$ cat src/rtl/multdiv_ctrl.sv
// Sequencer between the execute stage and the shared multdiv unit: accepts one
// MULT/DIV request, pulses the unit, waits for the result and hands it to writeback.
module multdiv_ctrl #(
  parameter int TIMEOUT = 40,
  parameter int TAG_W   = 5
) (
  input  logic             clock,
  input  logic             reset,
  input  logic             in_valid,
  input  logic             in_is_mult,
  input  logic             in_is_div,
  input  logic [31:0]      in_opA,
  input  logic [31:0]      in_opB,
  input  logic [TAG_W-1:0] in_tag,
  input  logic             flush,
  output logic             in_ready,
  output logic             busy,
  output logic [31:0]      md_operandA,
  output logic [31:0]      md_operandB,
  output logic             md_ctrl_MULT,
  output logic             md_ctrl_DIV,
  input  logic [31:0]      md_result,
  input  logic             md_exception,
  input  logic             md_resultRDY,
  output logic             out_valid,
  output logic [31:0]      out_result,
  output logic             out_exception,
  output logic             out_timeout,
  output logic [TAG_W-1:0] out_tag,
  output logic [2:0]       dbg_state_o
);

  // Handshake: a request is taken in any cycle where in_valid and in_ready are
  // both high (and flush is low); out_valid is a one-cycle pulse with no back-pressure.

  localparam int CNT_W = $clog2(TIMEOUT) + 1;
  localparam logic [CNT_W-1:0] CNT_LAST = CNT_W'(TIMEOUT - 1);
  localparam logic [CNT_W-1:0] CNT_ONE  = CNT_W'(1);

  typedef enum logic [2:0] {
    IDLE  = 3'd0,
    START = 3'd1,
    WAIT  = 3'd2,
    DRAIN = 3'd3,
    DONE  = 3'd4
  } state_e;

  state_e           state_q, state_d;
  logic [CNT_W-1:0] cnt_q, cnt_d;
  logic             is_mult_q, is_mult_d;
  logic [TAG_W-1:0] tag_q, tag_d;
  logic [31:0]      opa_q, opa_d;
  logic [31:0]      opb_q, opb_d;
  logic [31:0]      res_q, res_d;
  logic             exc_q, exc_d;
  logic             to_q, to_d;
  logic [TAG_W-1:0] otag_q, otag_d;
  logic             accept;
  logic             timeout_hit;
  logic [CNT_W-1:0] cnt_inc;

  assign accept      = (state_q == IDLE) & in_valid & (in_is_mult ^ in_is_div) & ~flush;
  assign timeout_hit = (cnt_q >= CNT_LAST);
  // Saturating increment; the exit compare is >= so saturation can never hide a timeout.
  assign cnt_inc     = (&cnt_q) ? cnt_q : cnt_q + CNT_ONE;

  always_ff @(posedge clock) begin
    if (reset) begin
      state_q   <= IDLE;
      cnt_q     <= '0;
      is_mult_q <= 1'b0;
      tag_q     <= '0;
      opa_q     <= '0;
      opb_q     <= '0;
      res_q     <= '0;
      exc_q     <= 1'b0;
      to_q      <= 1'b0;
      otag_q    <= '0;
    end else begin
      state_q   <= state_d;
      cnt_q     <= cnt_d;
      is_mult_q <= is_mult_d;
      tag_q     <= tag_d;
      opa_q     <= opa_d;
      opb_q     <= opb_d;
      res_q     <= res_d;
      exc_q     <= exc_d;
      to_q      <= to_d;
      otag_q    <= otag_d;
    end
  end

  always_comb begin
    state_d   = state_q;
    cnt_d     = cnt_q;
    is_mult_d = is_mult_q;
    tag_d     = tag_q;
    opa_d     = opa_q;
    opb_d     = opb_q;
    res_d     = res_q;
    exc_d     = exc_q;
    to_d      = to_q;
    otag_d    = otag_q;
    case (state_q)
      IDLE: begin
        if (accept) begin
          opa_d     = in_opA;
          opb_d     = in_opB;
          tag_d     = in_tag;
          is_mult_d = in_is_mult;
          state_d   = START;
        end
      end
      START: begin
        // The pulse goes out even when flushed so the unit is never left half-started.
        cnt_d   = '0;
        state_d = flush ? DRAIN : WAIT;
      end
      WAIT: begin
        cnt_d = cnt_inc;
        if (md_resultRDY) begin
          if (flush) begin
            state_d = IDLE;
          end else begin
            res_d   = md_result;
            exc_d   = md_exception;
            to_d    = 1'b0;
            otag_d  = tag_q;
            state_d = DONE;
          end
        end else if (flush) begin
          state_d = DRAIN;
        end else if (timeout_hit) begin
          res_d   = '0;
          exc_d   = 1'b1;
          to_d    = 1'b1;
          otag_d  = tag_q;
          state_d = DONE;
        end
      end
      DRAIN: begin
        cnt_d = cnt_inc;
        if (md_resultRDY || timeout_hit) begin
          state_d = IDLE;
        end
      end
      DONE: begin
        state_d = IDLE;
      end
      default: begin
        state_d = IDLE;
      end
    endcase
  end

  assign in_ready      = (state_q == IDLE);
  assign busy          = (state_q != IDLE);
  assign md_ctrl_MULT  = (state_q == START) &  is_mult_q;
  assign md_ctrl_DIV   = (state_q == START) & ~is_mult_q;
  assign out_valid     = (state_q == DONE) & ~flush;
  assign md_operandA   = opa_q;
  assign md_operandB   = opb_q;
  assign out_result    = res_q;
  assign out_exception = exc_q;
  assign out_timeout   = to_q;
  assign out_tag       = otag_q;
  assign dbg_state_o   = state_q;

endmodule

$ cat config.mk
export PLATFORM = sky130hd
export DESIGN_NAME = multdiv_ctrl
export DESIGN_NICKNAME = d
export VERILOG_FILES = /design/src/rtl/multdiv_ctrl.sv
export SDC_FILE = /design/constraint.sdc
export NUM_CORES = 1
export LEC_CHECK = 0
export CAP_MARGIN = 20
export CORE_MARGIN = 10
export CORE_UTILIZATION = 43
export CTS_BUF_LIST = sky130_fd_sc_hd__clkbuf_16
export DETAILED_ROUTE_END_ITERATION = 8
export PLACE_DENSITY = 0.82
export SLEW_MARGIN = 30
export SYNTH_ARGS = -nofsm -noshare
export SYNTH_HDL_FRONTEND = slang
export SYNTH_SLANG_ARGS = --single-unit
$ cat constraint.sdc
create_clock -name clock -period 4.9 [get_ports clock]
set_clock_uncertainty 0.15 [all_clocks]
set_input_delay 0.735 -clock clock [delete_from_list [all_inputs] [get_ports clock]]
set_output_delay 0.735 -clock clock [all_outputs]
set_load 0.02 [all_outputs]
==> impl_metrics.ini, run 1 <==
[worst_hold_path]
holdCritPathClass = register to register

[logic_synthesis]
postSynthAreaPerCell_sq_um = 8.91
synth-compound-area-share = 0.195
synth-edff-count = 0
ys_seq_area_frac = 0.549
synthTopCellsByCount = nand2_1 (158), dfxtp_1 (119), a21oi_1 (78)
netlist_top_cells_area = dfxtp_1 (55%), nand2_1 (14%), a21oi_1 (9.0%), a32o_1 (7.4%), clkbuf_1 (1.7%)
ys_warn_count = 0
synth_top_family_by_area = compound AO/OA/AOI/OAI gates
ys_ff_latch = 119
synthArstFlopShare = 0
yosysMostFrequentCell = nand2_1
synthAdderAreaFrac = 0.00288
ys_types = 45
ys.flop_type = dfxtp_1
synth-simple-area-share = 0.192
yosys.area.top_type = dfxtp_1
syn_area_sq_um = 4340
muxShareOfSynthArea = 0.0138
synth_xor_area_frac = 0.00202
synth_top_area_frac = 0.549
synthCells = 487
synth_fp_nets = 597

[global_routing]
overflow = 0
antenna_found_initial = 1
grt_first_pass_wirelength_microns = 23200
grt_max_degree = 53
track_usage = 0.198
grt_pass1_vias = 4312

[clocking]
post_cts_buffers = 0
cts_tree = yes
cts-root-buf = clkbuf_16
h-tree-depth = 4
cts.reportedPaths.clkPinSlew_ns = 0.05
numCtsBuffers = 17
insertion_delay_ns = 0.39
ctsHoldBuffers = 0
clk_path_buf_depth = 2
clock-sinks = 119
ctsResizeCount = 0

[pwr]
pwr-share-clk = 0.423
vdd_drop_max_mv = 0.247
pwr-share-comb = 0.213
power_switching_mw = 0.866
p_int_mw = 2.16
sw_frac_of_total = 0.286
power.density_nw_per_um2 = 422
cellLeakagePower_nw = 2.51
seq_power_share = 0.364

[routing]
drt.antenna.violating_nets = 0
highest_layer = met4
first_pass_iters = 4
met1_length_microns = 5730
initialDrtViolationCount = 226
wl_per_cell_microns = 17.8
dr_wl_met3_microns = 2150
vias_per_cell = 5.10
wl_met2_microns = 6970
route.detailed.drc = 0
vias = 4272
drt-total-wl_microns = 14900

[setup_path]
crit_fanout = 8
cpMaxStageDelayCell = clkdlybuf4s50_1
timing.critical_path.slowest_cell_delay_ns = 0.68
end_kind = output port
cp_data_arrival_time_ns = 2.30
critPathKind = input port to output port
critPathMostFrequentCell = clkdlybuf4s50_1
worstPathRequired_ns = 4.01
cp_cell_sequence = clkdlybuf4s50_1 -> nor4b_1 -> clkdlybuf4s50_1
startpoint_type = input port

[sta]
period_needed_ns = 3.18
max_slew.worst_pin.slew_ns = 0.716
final_hold_viol_count = 0
setup_viol = 0
final_max_slew_viol_count = 0
max_slew_margin = 0.523
fmax_mhz = 314
finalSetupTns_ns = 0
fin_ws_ns = 1.72
fin_crit_sh = 0.650
grt_setup_unrepaired = false

[run_status]
status = finished clean

[layout]
antenna_cells = 0
register_area_sq_um = 2380
fin_util = 0.730
area_growth_pct = 65.1
multi_input_area_sq_um = 1770
fillers = 771
nNetsFinal = 802
drive_above_1_share = 0.0709

[placed_design]
place_congestion = 0.809
place_ws_ns = 1.73
place.port_buffers = 219
dp_hpwl_microns = 11200

[floorplanning]
rows = 36
core_area_sq_um = 9820
start_util = 0.442
die_area_sq_um = 14500
die_x_microns = 120
die-height_microns = 120
io_pins = 220

[flow_run]
max_cap_violations = 0
==> final cells by class <==
cell class,count,share of cell area
flip-flops and latches,119,0.332
inverters,4,0.00227
well taps,133,0.0232
clock buffers,17,0.0594
multi-input cells,327,0.247
clock inverters,15,0.0269
repair buffers,223,0.309
==> flip-flops by register name, summed over array words and instances, names as in the netlist <==
signal and count:
out_result 32, is_mult_q 1, tag_q 5, out_tag 5
out_timeout 1, md_operandA 32, md_operandB 32, cnt_q 7
dbg_state_o 3, out_exception 1
==> stage by stage <==
| stage | area (sq um) | cells | hold slack (ns) | power, mW |
|---|---|---|---|---|
| 2_1_floorplan | 4340 | 487 | 0.287 | 1.47 |
| 3_3_place_gp | 6540 | 806 | 0.291 | 1.75 |
| 3_5_place_dp | 6550 | 806 | 0.296 | 1.77 |
| 4_1_cts | 7170 | 838 | 0.304 | 3.05 |
| 5_1_grt | 7170 | 838 | 0.320 | 3.16 |
| 6_report | 7170 | 838 | 0.302 | 3.03 |
==> placed cells by master, fill, tap and decap left out, drive strengths merged, types with 2 or more instances in the layout <==
| cell type | n |
|---|---|
| o221a | 2 |
| nand3 | 2 |
| nand2 | 158 |
| nand2b | 2 |
| nand3b | 2 |
| mux2i | 6 |
| bufinv | 3 |
| nor3 | 2 |
| buf | 5 |
| o21ai | 3 |
| dfxtp | 119 |
| nor3b | 2 |
| a21oi | 78 |
| a31o | 2 |
| clkinvlp | 3 |
| and3 | 2 |
| clkinv | 5 |
| clkbuf | 17 |
| and2 | 3 |
| inv | 8 |
| nor2 | 9 |
| a31oi | 2 |
| clkdlybuf4s50 | 218 |
| or3 | 4 |
| nor4b | 2 |
| a32o | 32 |
==> power by group through the flow <==
stage          Sequential (mW)  Clock, mW  Combinational [mW]
2_1_floorplan             1.18          0               0.290
3_3_place_gp              1.12          0               0.633
3_5_place_dp              1.12          0               0.647
4_1_cts                   1.10       1.30               0.652
5_1_grt                   1.11       1.35               0.696
6_report                  1.10       1.28               0.644
==> worst paths after layout <==
path              cells after the start               to  slack, ns       startpoint
setup / recovery                      3        out_valid       1.72            flush
hold / removal                        2  md_operandA[13]       0.30  md_operandA[13]
setup reg to reg                      5   md_operandA[5]       2.33   dbg_state_o[1]
hold reg to reg                       2  md_operandA[13]       0.30  md_operandA[13]
==> worst max-delay path, delay by kind of cell <==
family | cells | cell delay, ns
buffers and inverters | 2 | 1.25
and+or+nand+nor | 1 | 0.31
==> cells by family (layout without fill, tap and decap cells) <==
group / Yosys count / count (layout)
buf+inv: 41 / 259
xor+xnor: 1 / 1
compound gates: 125 / 125
mux: 6 / 6
simple gates: 194 / 194
flops: 119 / 119
fa+ha+maj: 1 / 1
==> routing by layer <==
metal	track usage	up-vias
met5	0	-
met4	0.0377	0
met3	0.134	4
met2	0.325	179
met1	0.209	1995
li1	-	2094
(Power assumes the default switching activity.)
==> inputs of run 2 (changes only) <==
--- a/config.mk
+++ b/config.mk
@@ -7,10 +7,10 @@
 export LEC_CHECK = 0
 export CAP_MARGIN = 20
 export CORE_MARGIN = 10
-export CORE_UTILIZATION = 43
+export CORE_UTILIZATION = 40
 export CTS_BUF_LIST = sky130_fd_sc_hd__clkbuf_16
 export DETAILED_ROUTE_END_ITERATION = 8
-export PLACE_DENSITY = 0.82
+export PLACE_DENSITY = 0.77
 export SLEW_MARGIN = 30
 export SYNTH_ARGS = -nofsm -noshare
 export SYNTH_HDL_FRONTEND = slang
==> constraint.sdc (replaced) <==
create_clock -name clock -period 3.3 [get_ports clock]
set_clock_uncertainty 0.15 [all_clocks]
set_input_delay 0.495 -clock clock [delete_from_list [all_inputs] [get_ports clock]]
set_output_delay 0.495 -clock clock [all_outputs]
set_load 0.02 [all_outputs]
==> impl_metrics.ini, run 2 (synthesized netlist as in run 1, its figures left out) <==
[sta]
max_slew_margin = 0.640
max_slew.worst_pin.slew_ns = 0.539
period_needed_ns = 2.76
grt_setup_unrepaired = false
fin_crit_sh = 0.836
finalSetupTns_ns = 0
final_hold_viol_count = 0
final_max_slew_viol_count = 0
setup_viol = 0
fmax_mhz = 363
fin_ws_ns = 0.542

[floorplanning]
die_area_sq_um = 15400
die-height_microns = 124
io_pins = 220
core_area_sq_um = 10500
rows = 37
start_util = 0.415
die_x_microns = 124

[clocking]
clock-sinks = 119
ctsResizeCount = 0
post_cts_buffers = 0
cts_tree = yes
numCtsBuffers = 17
cts.reportedPaths.clkPinSlew_ns = 0.05
ctsHoldBuffers = 0
cts-root-buf = clkbuf_16
insertion_delay_ns = 0.40
h-tree-depth = 4
clk_path_buf_depth = 2

[pwr]
p_int_mw = 3.17
pwr-share-clk = 0.405
power.density_nw_per_um2 = 611
pwr-share-comb = 0.219
seq_power_share = 0.375
cellLeakagePower_nw = 2.52
vdd_drop_max_mv = 0.334
power_switching_mw = 1.20
sw_frac_of_total = 0.276

[worst_hold_path]
holdCritStartpoint = md_operandA[14]
worstHoldEndpoint = md_operandA[14]
whs_path_depth = 2
holdCritPathClass = register to register

[setup_path]
startpoint_type = register
rrSetupSlack_ns = 1.28
r2r_start = cnt_q[0]
cp_cell_sequence = nor3b_1 -> and2_1 -> clkdlybuf4s50_1
cpMaxStageDelayCell = clkdlybuf4s50_1
crit_fanout = 11
path_delay_family = buffers and inverters
worstPathRequired_ns = 2.65
setup.worst_path.start = dbg_state_o[0]
critPathBufInv = 1
cp_data_arrival_time_ns = 2.11
end_kind = output port
path_depth = 3
reg2reg_depth = 5
critPathKind = register to output port
reg2reg_to = out_exception
timing.critical_path.slowest_cell_delay_ns = 0.62

[layout]
area_growth_pct = 64.8
antenna_cells = 0
drive_above_1_share = 0.0636
fillers = 850
final_cell_mix = clkdlybuf4s50_1 (218), nand2_1 (158), dfxtp_1 (119)
layout_commonest_cell = clkdlybuf4s50_1
nNetsFinal = 805

[global_routing]
grt_pass1_vias = 4263
antenna_found_initial = 0
overflow = 0
grt_first_pass_wirelength_microns = 22200
grt_max_degree = 71
track_usage = 0.185

[flow_run]
max_cap_violations = 0

[routing]
wl_per_cell_microns = 17.5
initialDrtViolationCount = 254
vias = 4261
drt-total-wl_microns = 14800
first_pass_iters = 5
route.detailed.drc = 0
drt.antenna.violating_nets = 0
vias_per_cell = 5.05

[run_status]
status = finished clean

[placed_design]
place_ws_ns = 0.620
place_congestion = 0.823
place.port_buffers = 219
dp_hpwl_microns = 11000
## run 2: layout make-up
| type | count | area, sq um | area share |
|---|---|---|---|
| sequential | 119 | 2380 | 0.333 |
| timing repair buffer | 226 | 2250 | 0.315 |
| clock inverter | 15 | 146 | 0.0205 |
| clock buffer | 17 | 425 | 0.0595 |
| tap | 136 | 170 | 0.0238 |
| multi-input combinational | 327 | 1760 | 0.246 |
| inverter | 4 | 15.0 | 0.00210 |
## run 2: power by group through the flow
| stage | clock network [mW] | logic (mW) | registers, mW |
|---|---|---|---|
| floorplan | 0 | 0.431 | 1.75 |
| global route | 1.87 | 1.04 | 1.66 |
| CTS | 1.81 | 0.971 | 1.64 |
| finish | 1.77 | 0.959 | 1.64 |
| global placement | 0 | 0.946 | 1.66 |
| detailed placement | 0 | 0.962 | 1.67 |
## run 2: worst min-delay path, stage by stage, from the launching register on
cell and delay [ns]:
dfxtp_1 0.30, nand2_1 0.05, a21oi_1 0.05
## run 2: how the worst max path moves through the flow
stage / end / slack, ns
after detailed placement: out_valid / 0.62
after CTS: md_ctrl_MULT / 0.52
after global placement: out_valid / 0.64
after global routing: md_ctrl_MULT / 0.37
after floorplan: out_valid / 1.28
final: md_ctrl_MULT / 0.54
## run 2: metal layers
metal,global-route usage,part of all wire,wire length (microns),up-vias
li1,-,-,-,2105
met2,0.299,0.46,6820,185
met1,0.184,0.38,5610,1963
met4,0.0669,0.0095,141,0
met3,0.128,0.15,2220,8
met5,0,0,0,-
## run 2: through the flow
stage / power [mW] / util / area (sq um) / instances / hold slack (ns)
2_1_floorplan: 2.18 / - / 4340 / 487 / 0.287
3_3_place_gp: 2.61 / 0.629 / 6580 / 812 / 0.291
3_5_place_dp: 2.63 / 0.629 / 6580 / 812 / 0.296
4_1_cts: 4.42 / 0.684 / 7150 / 844 / 0.303
5_1_grt: 4.56 / 0.684 / 7150 / 844 / 0.315
6_report: 4.37 / 0.684 / 7150 / 844 / 0.303
==> inputs of run 3 (changes only) <==
--- a/config.mk
+++ b/config.mk
@@ -7,10 +7,10 @@
 export LEC_CHECK = 0
 export CAP_MARGIN = 20
 export CORE_MARGIN = 10
-export CORE_UTILIZATION = 40
+export CORE_UTILIZATION = 36
 export CTS_BUF_LIST = sky130_fd_sc_hd__clkbuf_16
 export DETAILED_ROUTE_END_ITERATION = 8
-export PLACE_DENSITY = 0.77
+export PLACE_DENSITY = 0.73
 export SLEW_MARGIN = 30
 export SYNTH_ARGS = -nofsm -noshare
 export SYNTH_HDL_FRONTEND = slang
==> constraint.sdc (replaced) <==
create_clock -name clock -period 2.22 [get_ports clock]
set_clock_uncertainty 0.15 [all_clocks]
set_input_delay 0.333 -clock clock [delete_from_list [all_inputs] [get_ports clock]]
set_output_delay 0.333 -clock clock [all_outputs]
set_load 0.02 [all_outputs]
==> impl_metrics.ini, run 3 (synthesized netlist as in run 1, its figures left out) <==
[setup_path]
startpoint_type = register
worstPathRequired_ns = 1.74
cp_data_arrival_time_ns = 1.57
cp_cell_sequence = clkdlybuf4s50_1
path_delay_family = buffers and inverters
crit_fanout = 11
critPathKind = register to output port
critPathBufInv = 1
cpMaxStageDelayCell = clkdlybuf4s50_1
timing.critical_path.slowest_cell_delay_ns = 0.68
end_kind = output port

[layout]
nNetsFinal = 810
fillers = 1020
antenna_cells = 0
multi_input_area_sq_um = 1770
register_area_sq_um = 2380
layout_commonest_cell = clkdlybuf4s50_1
drive_above_1_share = 0.0715
final_cell_mix = clkdlybuf4s50_1 (211), nand2_1 (158), dfxtp_1 (118)
area_growth_pct = 67.4

[clocking]
ctsHoldBuffers = 0
insertion_delay_ns = 0.41
h-tree-depth = 4
cts_tree = yes
cts.reportedPaths.clkPinSlew_ns = 0.05
clk_path_buf_depth = 2
numCtsBuffers = 17
cts-root-buf = clkbuf_16
clock-sinks = 119

[sta]
grt_setup_unrepaired = false
final_max_slew_viol_count = 0
period_needed_ns = 2.05
final_hold_viol_count = 0
max_slew.worst_pin.slew_ns = 0.678
fmax_mhz = 488
hold_ws_ns = 0.144
setup_viol = 0
fin_crit_sh = 0.924
max_slew_margin = 0.548
fin_ws_ns = 0.169

[routing]
vias = 4296
met1_length_microns = 5500
drt-total-wl_microns = 14900
highest_layer = met5
first_pass_iters = 4
wl_per_cell_microns = 17.3
drt.antenna.violating_nets = 0
vias_per_cell = 5.00
wl_met2_microns = 6740
route.detailed.drc = 0
initialDrtViolationCount = 225
dr_wl_met3_microns = 2430

[placed_design]
dp_hpwl_microns = 11300
place.port_buffers = 219
place_ws_ns = -0.0359
place_congestion = 0.808

[global_routing]
grt_pass1_vias = 4424
grt_first_pass_wirelength_microns = 23400
antenna_found_initial = 2
overflow = 0
grt_max_degree = 65
track_usage = 0.178

[pwr]
cellLeakagePower_nw = 2.62
power.density_nw_per_um2 = 901
vdd_drop_max_mv = 0.556

[floorplanning]
die_x_microns = 130
core_area_sq_um = 11900
start_util = 0.364
rows = 40
io_pins = 220
die-height_microns = 130
die_area_sq_um = 16800

[flow_run]
max_cap_violations = 0

[run_status]
status = finished clean

[worst_hold_path]
holdCritPathClass = input port to register
run 3: worst paths after layout:
path                           to       startpoint  depth (start not counted)  slack (ns)
setup reg to reg   out_result[18]         cnt_q[0]                          5        0.19
hold / removal           cnt_q[0]            reset                          2        0.14
hold reg to reg   md_operandA[14]  md_operandA[14]                          2        0.30
setup / recovery   dbg_state_o[1]   dbg_state_o[1]                          1        0.17
run 3: power breakdown:
part	total, mW	internal, mW	leakage [nW]	switching (mW)
Sequential	2.43	2.30	0.964	0.128
Combinational	1.48	0.714	1.36	0.765
Clock	2.63	1.72	0.292	0.911
Total	6.55	4.74	2.62	1.80
run 3: final cells by class:
type	count	share of cell area
clock buffers	17	0.0586
multi-input cells	327	0.244
inverters	4	0.00207
well taps	147	0.0253
flip-flops and latches	119	0.328
clock inverters	15	0.0201
repair buffers	231	0.322
run 3: layer usage:
| layer | vias up | track usage |
|---|---|---|
| li1 | 2115 | - |
| met1 | 1970 | 0.174 |
| met2 | 187 | 0.285 |
| met3 | 20 | 0.135 |
| met4 | 4 | 0.0628 |
| met5 | - | 0 |
run 3: per-stage QoR:
stage / cell area (sq um) / TNS (ns) / instances / power, mW / util
2_1_floorplan: 4340 / 0 / 487 / 3.24 / -
3_3_place_gp: 6680 / 0 / 828 / 3.93 / 0.561
3_5_place_dp: 6680 / -0.642 / 828 / 3.97 / 0.561
4_1_cts: 7260 / 0 / 860 / 6.63 / 0.610
5_1_grt: 7270 / 0 / 860 / 6.85 / 0.610
6_report: 7270 / 0 / 860 / 6.55 / 0.610
run 3: what timing repair did:
| item | in CTS | in global routing |
|---|---|---|
| setup buffers | 0 | 0 |
| endpoints found under the setup margin | 5 | 2 |
| gates cloned | 0 | 0 |
| resized for setup | 8 | 2 |
